--- src/rtl/ann_pkg.sv ---
// Shared ANN datapath definitions: word geometry, neuron FSM states and the
// fixed-point floor-shift/clamp helper used by every layer.
package ann_pkg;

  localparam int NEURON_SIZE   = 16;
  localparam int WORD_SIZE     = 16;
  localparam int NEURON_FRAC_W = 8;
  localparam int SAT_W         = 64;

  typedef enum logic [1:0] {
    IDLE = 2'd0,
    ACC  = 2'd1,
    FIN  = 2'd2,
    OUT  = 2'd3
  } neuron_state_e;

  typedef struct packed {
    logic                    sat;
    logic signed [SAT_W-1:0] value;
  } sat_res_t;

  // Floor shift by frac_w, then clamp into the signed word_w range.
  function automatic sat_res_t sat_word(input logic signed [SAT_W-1:0] acc,
                                        input int word_w,
                                        input int frac_w);
    sat_res_t                res;
    logic signed [SAT_W-1:0] shifted;
    logic signed [SAT_W-1:0] hi;
    logic signed [SAT_W-1:0] lo;
    shifted = acc >>> frac_w;
    hi      = (64'sd1 <<< (word_w - 1)) - 64'sd1;
    lo      = -(64'sd1 <<< (word_w - 1));
    if (shifted > hi) begin
      res.sat   = 1'b1;
      res.value = hi;
    end else if (shifted < lo) begin
      res.sat   = 1'b1;
      res.value = lo;
    end else begin
      res.sat   = 1'b0;
      res.value = shifted;
    end
    return res;
  endfunction

endpackage

--- src/rtl/neuron_mac_lane.sv ---
// One multiplier lane of the time-multiplexed neuron: full-precision signed
// WORD_W x WORD_W product.
module neuron_mac_lane #(
  parameter int WORD_W = 16
) (
  input  logic signed [WORD_W-1:0]   a_i,
  input  logic signed [WORD_W-1:0]   b_i,
  output logic signed [2*WORD_W-1:0] prod_o
);

  assign prod_o = (2*WORD_W)'(a_i) * (2*WORD_W)'(b_i);

endmodule

--- src/rtl/neuron_seq.sv ---
// Handshaked, time-multiplexed neuron: bias + dot product over LANES lanes per
// beat, then floor shift, clamp and activation (ReLU when NEURON_RELU_EN is defined).
module neuron_seq
  import ann_pkg::*;
#(
  parameter int N_INPUTS = NEURON_SIZE,
  parameter int WORD_W   = WORD_SIZE,
  parameter int LANES    = 4,
  parameter int FRAC_W   = NEURON_FRAC_W
) (
  input  logic                             clk_i,
  input  logic                             rst_i,
  input  logic                             in_valid_i,
  output logic                             in_ready_o,
  input  logic [N_INPUTS-1:0][WORD_W-1:0]  weights_i,
  input  logic [N_INPUTS-1:0][WORD_W-1:0]  x_i,
  input  logic [WORD_W-1:0]                bias_i,
  output logic                             out_valid_o,
  input  logic                             out_ready_i,
  output logic [WORD_W-1:0]                result_o,
  output logic                             sat_o,
  output logic                             busy_o
);

  localparam int BEATS  = N_INPUTS / LANES;
  localparam int ACC_W  = 2*WORD_W + $clog2(N_INPUTS) + 1;
  localparam int BEAT_W = (BEATS > 1) ? $clog2(BEATS) : 1;

  neuron_state_e                      state_r;
  neuron_state_e                      state_nxt_s;
  logic [N_INPUTS-1:0][WORD_W-1:0]    w_r;
  logic [N_INPUTS-1:0][WORD_W-1:0]    x_r;
  logic signed [ACC_W-1:0]            acc_r;
  logic [BEAT_W-1:0]                  beat_r;
  logic signed [2*WORD_W-1:0]         prod_s [LANES];
  logic signed [ACC_W-1:0]            lane_sum_s;
  logic [WORD_W:0]                    fin_s;
  logic [WORD_W-1:0]                  result_r;
  logic                               sat_r;
  logic                               out_valid_r;

  // Shift/clamp the accumulator and apply the activation; returns {sat, word}.
  function automatic logic [WORD_W:0] finish_word(input logic signed [ACC_W-1:0] acc);
    sat_res_t          res;
    logic [WORD_W-1:0] word;
    res  = sat_word(SAT_W'(acc), WORD_W, FRAC_W);
    word = res.value[WORD_W-1:0];
`ifdef NEURON_RELU_EN
    if (word[WORD_W-1]) begin
      word = '0;
    end else begin
      word = word;
    end
`endif
    return {res.sat, word};
  endfunction

  // Operand arrays shift down one beat per ACC cycle, so lane l always reads slot l.
  for (genvar l = 0; l < LANES; l++) begin : g_lane
    neuron_mac_lane #(.WORD_W(WORD_W)) u_lane (
      .a_i    (w_r[l]),
      .b_i    (x_r[l]),
      .prod_o (prod_s[l])
    );
  end

  // Sum of this beat's lane products, sign-extended to accumulator width.
  always_comb begin
    lane_sum_s = '0;
    for (int l = 0; l < LANES; l++) begin
      lane_sum_s = lane_sum_s + ACC_W'(prod_s[l]);
    end
  end

  // Final result word and saturation flag from the completed accumulator.
  always_comb begin
    fin_s = finish_word(acc_r);
  end

  // Next-state logic for the IDLE/ACC/FIN/OUT sequence.
  always_comb begin
    state_nxt_s = state_r;
    case (state_r)
      IDLE: begin
        if (in_valid_i) begin
          state_nxt_s = ACC;
        end else begin
          state_nxt_s = IDLE;
        end
      end
      ACC: begin
        if (beat_r == BEAT_W'(BEATS - 1)) begin
          state_nxt_s = FIN;
        end else begin
          state_nxt_s = ACC;
        end
      end
      FIN: state_nxt_s = OUT;
      OUT: begin
        if (out_ready_i) begin
          state_nxt_s = IDLE;
        end else begin
          state_nxt_s = OUT;
        end
      end
      default: state_nxt_s = IDLE;
    endcase
  end

  // State register.
  always_ff @(posedge clk_i) begin
    if (rst_i) begin
      state_r <= IDLE;
    end else begin
      state_r <= state_nxt_s;
    end
  end

  // Datapath: capture operands, accumulate beats, register the result.
  always_ff @(posedge clk_i) begin
    if (rst_i) begin
      w_r         <= '0;
      x_r         <= '0;
      acc_r       <= '0;
      beat_r      <= '0;
      result_r    <= '0;
      sat_r       <= 1'b0;
      out_valid_r <= 1'b0;
    end else begin
      case (state_r)
        IDLE: begin
          if (in_valid_i) begin
            w_r    <= weights_i;
            x_r    <= x_i;
            acc_r  <= ACC_W'($signed(bias_i)) <<< FRAC_W;
            beat_r <= '0;
          end
        end
        ACC: begin
          acc_r  <= acc_r + lane_sum_s;
          beat_r <= beat_r + BEAT_W'(1);
          w_r    <= w_r >> (LANES * WORD_W);
          x_r    <= x_r >> (LANES * WORD_W);
        end
        FIN: begin
          result_r    <= fin_s[WORD_W-1:0];
          sat_r       <= fin_s[WORD_W];
          out_valid_r <= 1'b1;
        end
        OUT: begin
          if (out_ready_i) begin
            out_valid_r <= 1'b0;
          end
        end
        default: out_valid_r <= 1'b0;
      endcase
    end
  end

  assign in_ready_o  = (state_r == IDLE) && !rst_i;
  assign busy_o      = (state_r != IDLE);
  assign out_valid_o = out_valid_r;
  assign result_o    = result_r;
  assign sat_o       = sat_r;

endmodule

--- config.mk ---
export PLATFORM = sky130hd
export DESIGN_NAME = neuron_seq
export DESIGN_NICKNAME = d
export VERILOG_FILES = /design/src/rtl/ann_pkg.sv /design/src/rtl/neuron_mac_lane.sv /design/src/rtl/neuron_seq.sv
export SDC_FILE = /design/constraint.sdc
export NUM_CORES = 2
export LEC_CHECK = 0
export ABC_AREA = 1
export ABC_CLOCK_PERIOD_IN_PS = 9900
export BUFFER_PORTS_ARGS = -buffer_cell sky130_fd_sc_hd__buf_4
export CAP_MARGIN = 20
export CORE_MARGIN = 2
export CORE_UTILIZATION = 60
export CTS_BUF_LIST = sky130_fd_sc_hd__clkbuf_8
export DETAILED_ROUTE_END_ITERATION = 6
export PLACE_DENSITY = 0.85
export SKIP_LAST_GASP = 1
export SYNTH_ARGS = -nofsm -noshare
export SYNTH_HDL_FRONTEND = slang
export SYNTH_SLANG_ARGS = --single-unit
--- constraint.sdc ---
create_clock -name clk_i -period 9.9 [get_ports clk_i]
set_input_delay 0.495 -clock clk_i [delete_from_list [all_inputs] [get_ports clk_i]]
set_output_delay 0.495 -clock clk_i [all_outputs]
set_load 0.02 [all_outputs]
# After elaboration in Yosys (flattened, before gate mapping)
# Cells that the tools add are included.
# W data, S select, Z words.
# totals
reg_bits	571
latch_bits	0
mem_bits_rw	0
rom_bits	0
input_bits	532
out_inout_bits	20
elab_cells	79
n_memories	0
# classes
addsub	5
n_mul	4
div	0
magnitude_cmp	2
eq_ne	6
n_shift	0
mux	16
bitwise	0
reduce_logical	8
# op_table
operator	n
$pmux W256 S2	2
$mux W256	2
$mux W65	2
$mul A16 B16 Y32	4
$pmux W37 S2	1
$add A37 B35 Y37	1
$mux W37	1
$add A34 B32 Y35	1
$add A33 B32 Y34	1
$add A32 B32 Y33	1
$gt A29 B16 Y1 const B	1
$lt A29 B16 Y1 const B	1
$pmux W2 S4	1
$eq A2 B2 Y1 const B	3
$mux W2	3
$reduce_bool A2 Y1	3
$ne A2 B2 Y1 const B	2
$pmux W2 S2	1
$reduce_and A2 Y1	2
$add A2 B1 Y2 const B	1
$eq A2 B1 Y1 const B	1
$logic_not A2 Y1	1
$mux W1	2
$pmux W1 S2	1
other kinds (2)	2

# Longest topological paths before layout
# depth
ltp_word	6
ltp_mapped	39
mapped_depth_nobuf	37

# Modules after synthesis
# From an unflattened synthesis, not the netlist that was laid out.
# unflattened
cells_unflattened	9873
hier_area_um2	72056.6
# modules_own_cells
module	instances	cells_each	area_each_um2	seq_area_each_um2
neuron_seq	1	4030	28726.3	11431.0
neuron_mac_lane at g_lane[0].u_lane	1	1500	10964.3	0.0
neuron_mac_lane at g_lane[2].u_lane	1	1468	10837.9	0.0
neuron_mac_lane at g_lane[1].u_lane	1	1455	10802.9	0.0
neuron_mac_lane at g_lane[3].u_lane	1	1420	10725.3	0.0

# Least setup slack after synthesis
# No wires, ideal clock.
# synth_timing
kind	reg-to-reg
startpoint	register x_r[17] (netlist name)
endpoint	register acc_r[36]
setup_time_ns	0.132
arrival_time_ns	7.746
t_required_ns	9.768
slack_ns	2.022
path_stages_with_launch	33
path_buffers	2
synth_period_minus_slack_ns	7.878
path_cell_list	dfxtp_1 clkbuf_1 clkbuf_1 nand2_1 fa_1 fa_1 fa_1 inv_1 fa_1 fa_1 inv_1 fa_1 inv_1 fa_1 inv_1 fa_1 inv_1 fa_1 inv_1 fa_1 inv_1 ha_1 nand2_1 nor3_1 nand2_1 nor2_1 nand3_1 nand3_1 inv_1 nand2_1 nand2_1 nand2_1 a21oi_1
# synth_between
elab_chain_cells	6
# synth_lines
element	line_no	source
start, declared	neuron_seq.sv:32	logic [N_INPUTS-1:0][WORD_W-1:0] x_r;
start signal, assigned	neuron_seq.sv:134	x_r <= x_i;
start signal, assigned	neuron_seq.sv:143	x_r <= x_r >> (LANES * WORD_W);
$mul A16 B16 Y32	neuron_mac_lane.sv:11	assign prod_o = (2*WORD_W)'(a_i) * (2*WORD_W)'(b_i);
$add A32 B32 Y33	neuron_seq.sv:71	lane_sum_s = lane_sum_s + ACC_W'(prod_s[l]);
$add A33 B32 Y34	neuron_seq.sv:71	
$add A34 B32 Y35	neuron_seq.sv:71	
$add A37 B35 Y37	neuron_seq.sv:140	acc_r <= acc_r + lane_sum_s;
$pmux W37 S2	neuron_seq.sv:130	case (state_r)
end signal, assigned	neuron_seq.sv:135	acc_r <= ACC_W'($signed(bias_i)) <<< FRAC_W;
end signal, assigned	neuron_seq.sv:140	
end, declared	neuron_seq.sv:33	logic signed [ACC_W-1:0] acc_r;
# Every way passes these cells.
# A chain may end at the register's enable or synchronous reset.

# Worst setup path in the final report
# layout_timing
startpoint	register w_r[47] (netlist name)
endpoint	register acc_r[16]
# layout_between
elab_chain_cells	5
# layout_lines
element	line_no	source
start, declared	neuron_seq.sv:31	logic [N_INPUTS-1:0][WORD_W-1:0] w_r;
start signal, assigned	neuron_seq.sv:133	w_r <= weights_i;
start signal, assigned	neuron_seq.sv:142	w_r <= w_r >> (LANES * WORD_W);
$mul A16 B16 Y32	neuron_mac_lane.sv:11	
$add A33 B32 Y34	neuron_seq.sv:71	
$add A34 B32 Y35	neuron_seq.sv:71	
$add A37 B35 Y37	neuron_seq.sv:140	
$pmux W37 S2	neuron_seq.sv:130	
# Every way passes these cells.

==> metrics.yaml <==
run_status:
  violations: "DRC"
  status: "complete, but fails checks"
critical_path:
  max_stage_delay_ns: 0.93
  cp.arrival_ns: 10.19
  cp-start-kind: "flip-flop"
  path_class: "reg2reg"
  critPathMostFrequentCell: "fa_1"
  endpoint_kind: "flip-flop"
  path_cells: "nand2_1 -> fa_1 -> fa_1 -> inv_1 -> fa_1 -> inv_1 -> fa_1 -> inv_1 -> fa_1 -> fa_1 -> fa_1 -> fa_1 -> fa_1 -> inv_1 -> fa_1 -> inv_1 -> ha_1 -> nand2_1 -> nor2_1 -> nand2_1 -> o21ai_1 -> a21oi_1 -> o21ai_0 -> a31oi_1"
  required_ns: 10.56
  cpMaxStageDelayCell: "dfxtp_1"
  worstPathMaxFanout: 17
routing:
  first_pass_iters: 7
  drc: 70
  postRouteAntennaNets: 0
  vias: 62700
  post_drt_wl_per_cell_um: 23.7
  drt_wl_total_mm: 254
  first_iter_violations: 7827
  routed_via_density: 5.85
timing:
  setup_violations: 0
  rsz0062_at_grt: "false"
  drv_slew: 0
  final.setup.tns_ns: 0
  clock.fmax_mhz: 105
  holdWs_ns: 0.0209
  relSlewSlack: 0.170
  finClkSkew_ns: 0.0908
  worst_slew_pin_slew_ns: 1.24
  hold_viol_final: 0
  setup_ws_ns: 0.363
  fin_crit_ns: 9.54
  fin_crit_sh: 0.963
logic_synthesis:
  synthTopCellsByArea: "fa_1, dfxtp_1, nand2_1"
  syn_area_mm2: 0.0676
  yosys.area.top_type_share: 0.397
  synth_fp_nets: 10600
  ys_types: 35
  yosysWarnings: 0
  async_reset_ff_frac: 0
  synth-edff-count: 0
  syn_area_per_cell_um2: 8.06
  synth_cells: 8384
  synthTopCellsByCount: "nand2_1, inv_1, fa_1"
  yosysSeqAreaShare: 0.169
  yosysMostFrequentCell: "nand2_1"
  ys.flop_type: "dfxtp_1"
  ys_ff_latch: 571
  yosysTopAreaCell: "fa_1"
cells_and_area:
  final_layout_size_suffix_gt1_frac: 0.0899
  area_growth_pct: 17.4
  fin_nets: 11300
  final_area_mm2: 0.0793
global_route:
  grt_pass1_wl_mm: 394
  grt_max_degree: 301
  grt_pass1_vias: 67400
  antenna_found_initial: 57
  met3_usage: 0.207
  use_met2: 0.682
  overflow: 0
  grt_use_total: 0.454
  busiest_layer: "met2"
  grt_use_met1: 0.536
floorplan:
  die_height_um: 340
  start_util: 0.603
  boundaryPins: 552
  rows: 123
  die_area_mm2: 0.115
  core_area_mm2: 0.112
  die_w_um: 340
cts:
  cts_tree: "built"
  clk_latency_ns: 0.84
  max-clock-path-buffers: 3
  clock-sinks: 571
  cts_buffers: 95
  cts_max_level: 3
  clockRootBuffer: "clkbuf_8"
  cts_setup_buffers: 0
  cts.clk_slew.worst_paths_ns: 0.08
place:
  gp_congestion: 1.02
  pre_cts_ws_ns: 0.474
  dpl_cell_area_mm2: 0.0724
  numPortBuffers: 551
  place_hpwl_mm: 182
worst_hold_path:
  hold_path_class: "in2reg"
flow_run:
  maxCapViolCount: 0
[cell usage in the layout (no fill, tap or decap), types with 3 or more instances in the layout]
master,netlist,final
inv_12,0,3
bufinv_16,0,3
o21ai_1,205,207
buf_16,0,4
dfxtp_1,571,571
nor4_1,5,5
xor2_1,4,4
o21bai_1,5,5
clkbuf_8,0,111
nor3_1,8,8
fa_1,1339,1339
clkinv_16,0,4
o221ai_1,17,17
o21ai_0,237,235
inv_1,2093,2120
a21o_1,5,5
ha_1,309,309
a21oi_1,210,210
a31oi_1,387,387
nand3_1,63,63
nand2_1,2270,2270
diode_2,0,53
dlygate4sd3_1,0,472
buf_4,30,668
inv_8,0,3
nand4_1,13,13
o21a_1,3,3
nor2_1,89,88
clkinv_2,0,8
buf_12,0,3
[critical path: cells and delay by family, from the launching register on]
family / cells / cell delay [ns]
buf+inv: 5 / 0.32
flops: 1 / 0.93
compound gates: 4 / 0.97
fa+ha+maj: 11 / 5.74
simple gates: 4 / 1.37
[worst paths after layout]
kind	from	to	slack, ns	depth (start not counted)
min reg2reg	x_r[219]	x_r[155]	0.45	2
max reg2reg	w_r[47]	acc_r[16]	0.36	24
min	weights_i[216]	w_r[216]	0.02	3
max	w_r[47]	acc_r[16]	0.36	24
[timing repair]
action | in CTS | in global routing
endpoints found under the hold margin | 473 | 0
gates resized for setup | 0 | 0
hold buffers | 472 | 0
[state kept, by name (all words and copies together), names as in the netlist]
name	flops
w_r	256
x_r	256
acc_r	37
result_o	16
beat_r	2
state_r	2
out_valid_o	1
sat_o	1
[cell type report]
class,instances,area [um^2]
Fill cell,8048,32700
Tap cell,1500,1880
Sequential cell,571,11400
Clock inverter,49,433
Antenna cell,53,133
Inverter,2098,7900
Multi-Input combinational cell,5184,46100
Timing Repair Buffer,1150,9940
Clock buffer,111,1530
[cell families (layout without fill, tap and decap cells)]
family | count (synthesis) | in the layout | synth area share
AOI/OAI and AO/OA | 1076 | 1076 | 0.0886
xor gates and xnor gates | 6 | 6 | 0.000778
adders and majority gates | 1648 | 1648 | 0.454
buffers and inverters | 2629 | 3408 | 0.149
DFF | 571 | 571 | 0.169
other | 0 | 53 | 0
and+or+nand+nor | 2454 | 2454 | 0.139
[stage by stage]
| step | instances | utilization |
|---|---|---|
| after floorplan | 8384 | - |
| after global placement | 10000 | 0.646 |
| after detailed placement | 10000 | 0.646 |
| after CTS | 10700 | 0.706 |
| after global routing | 10700 | 0.708 |
| final | 10700 | 0.708 |
[layer usage]
| layer | vias up | part of all wire |
|---|---|---|
| met2 | 4880 | 0.44 |
| met5 | - | 0.0019 |
| met3 | 1566 | 0.14 |
| met4 | 34 | 0.076 |
| met1 | 30200 | 0.34 |
| li1 | 26100 | - |
Power is not shown: default switching activity piles up to over one toggle a cycle in this logic, so the estimate is an artifact.
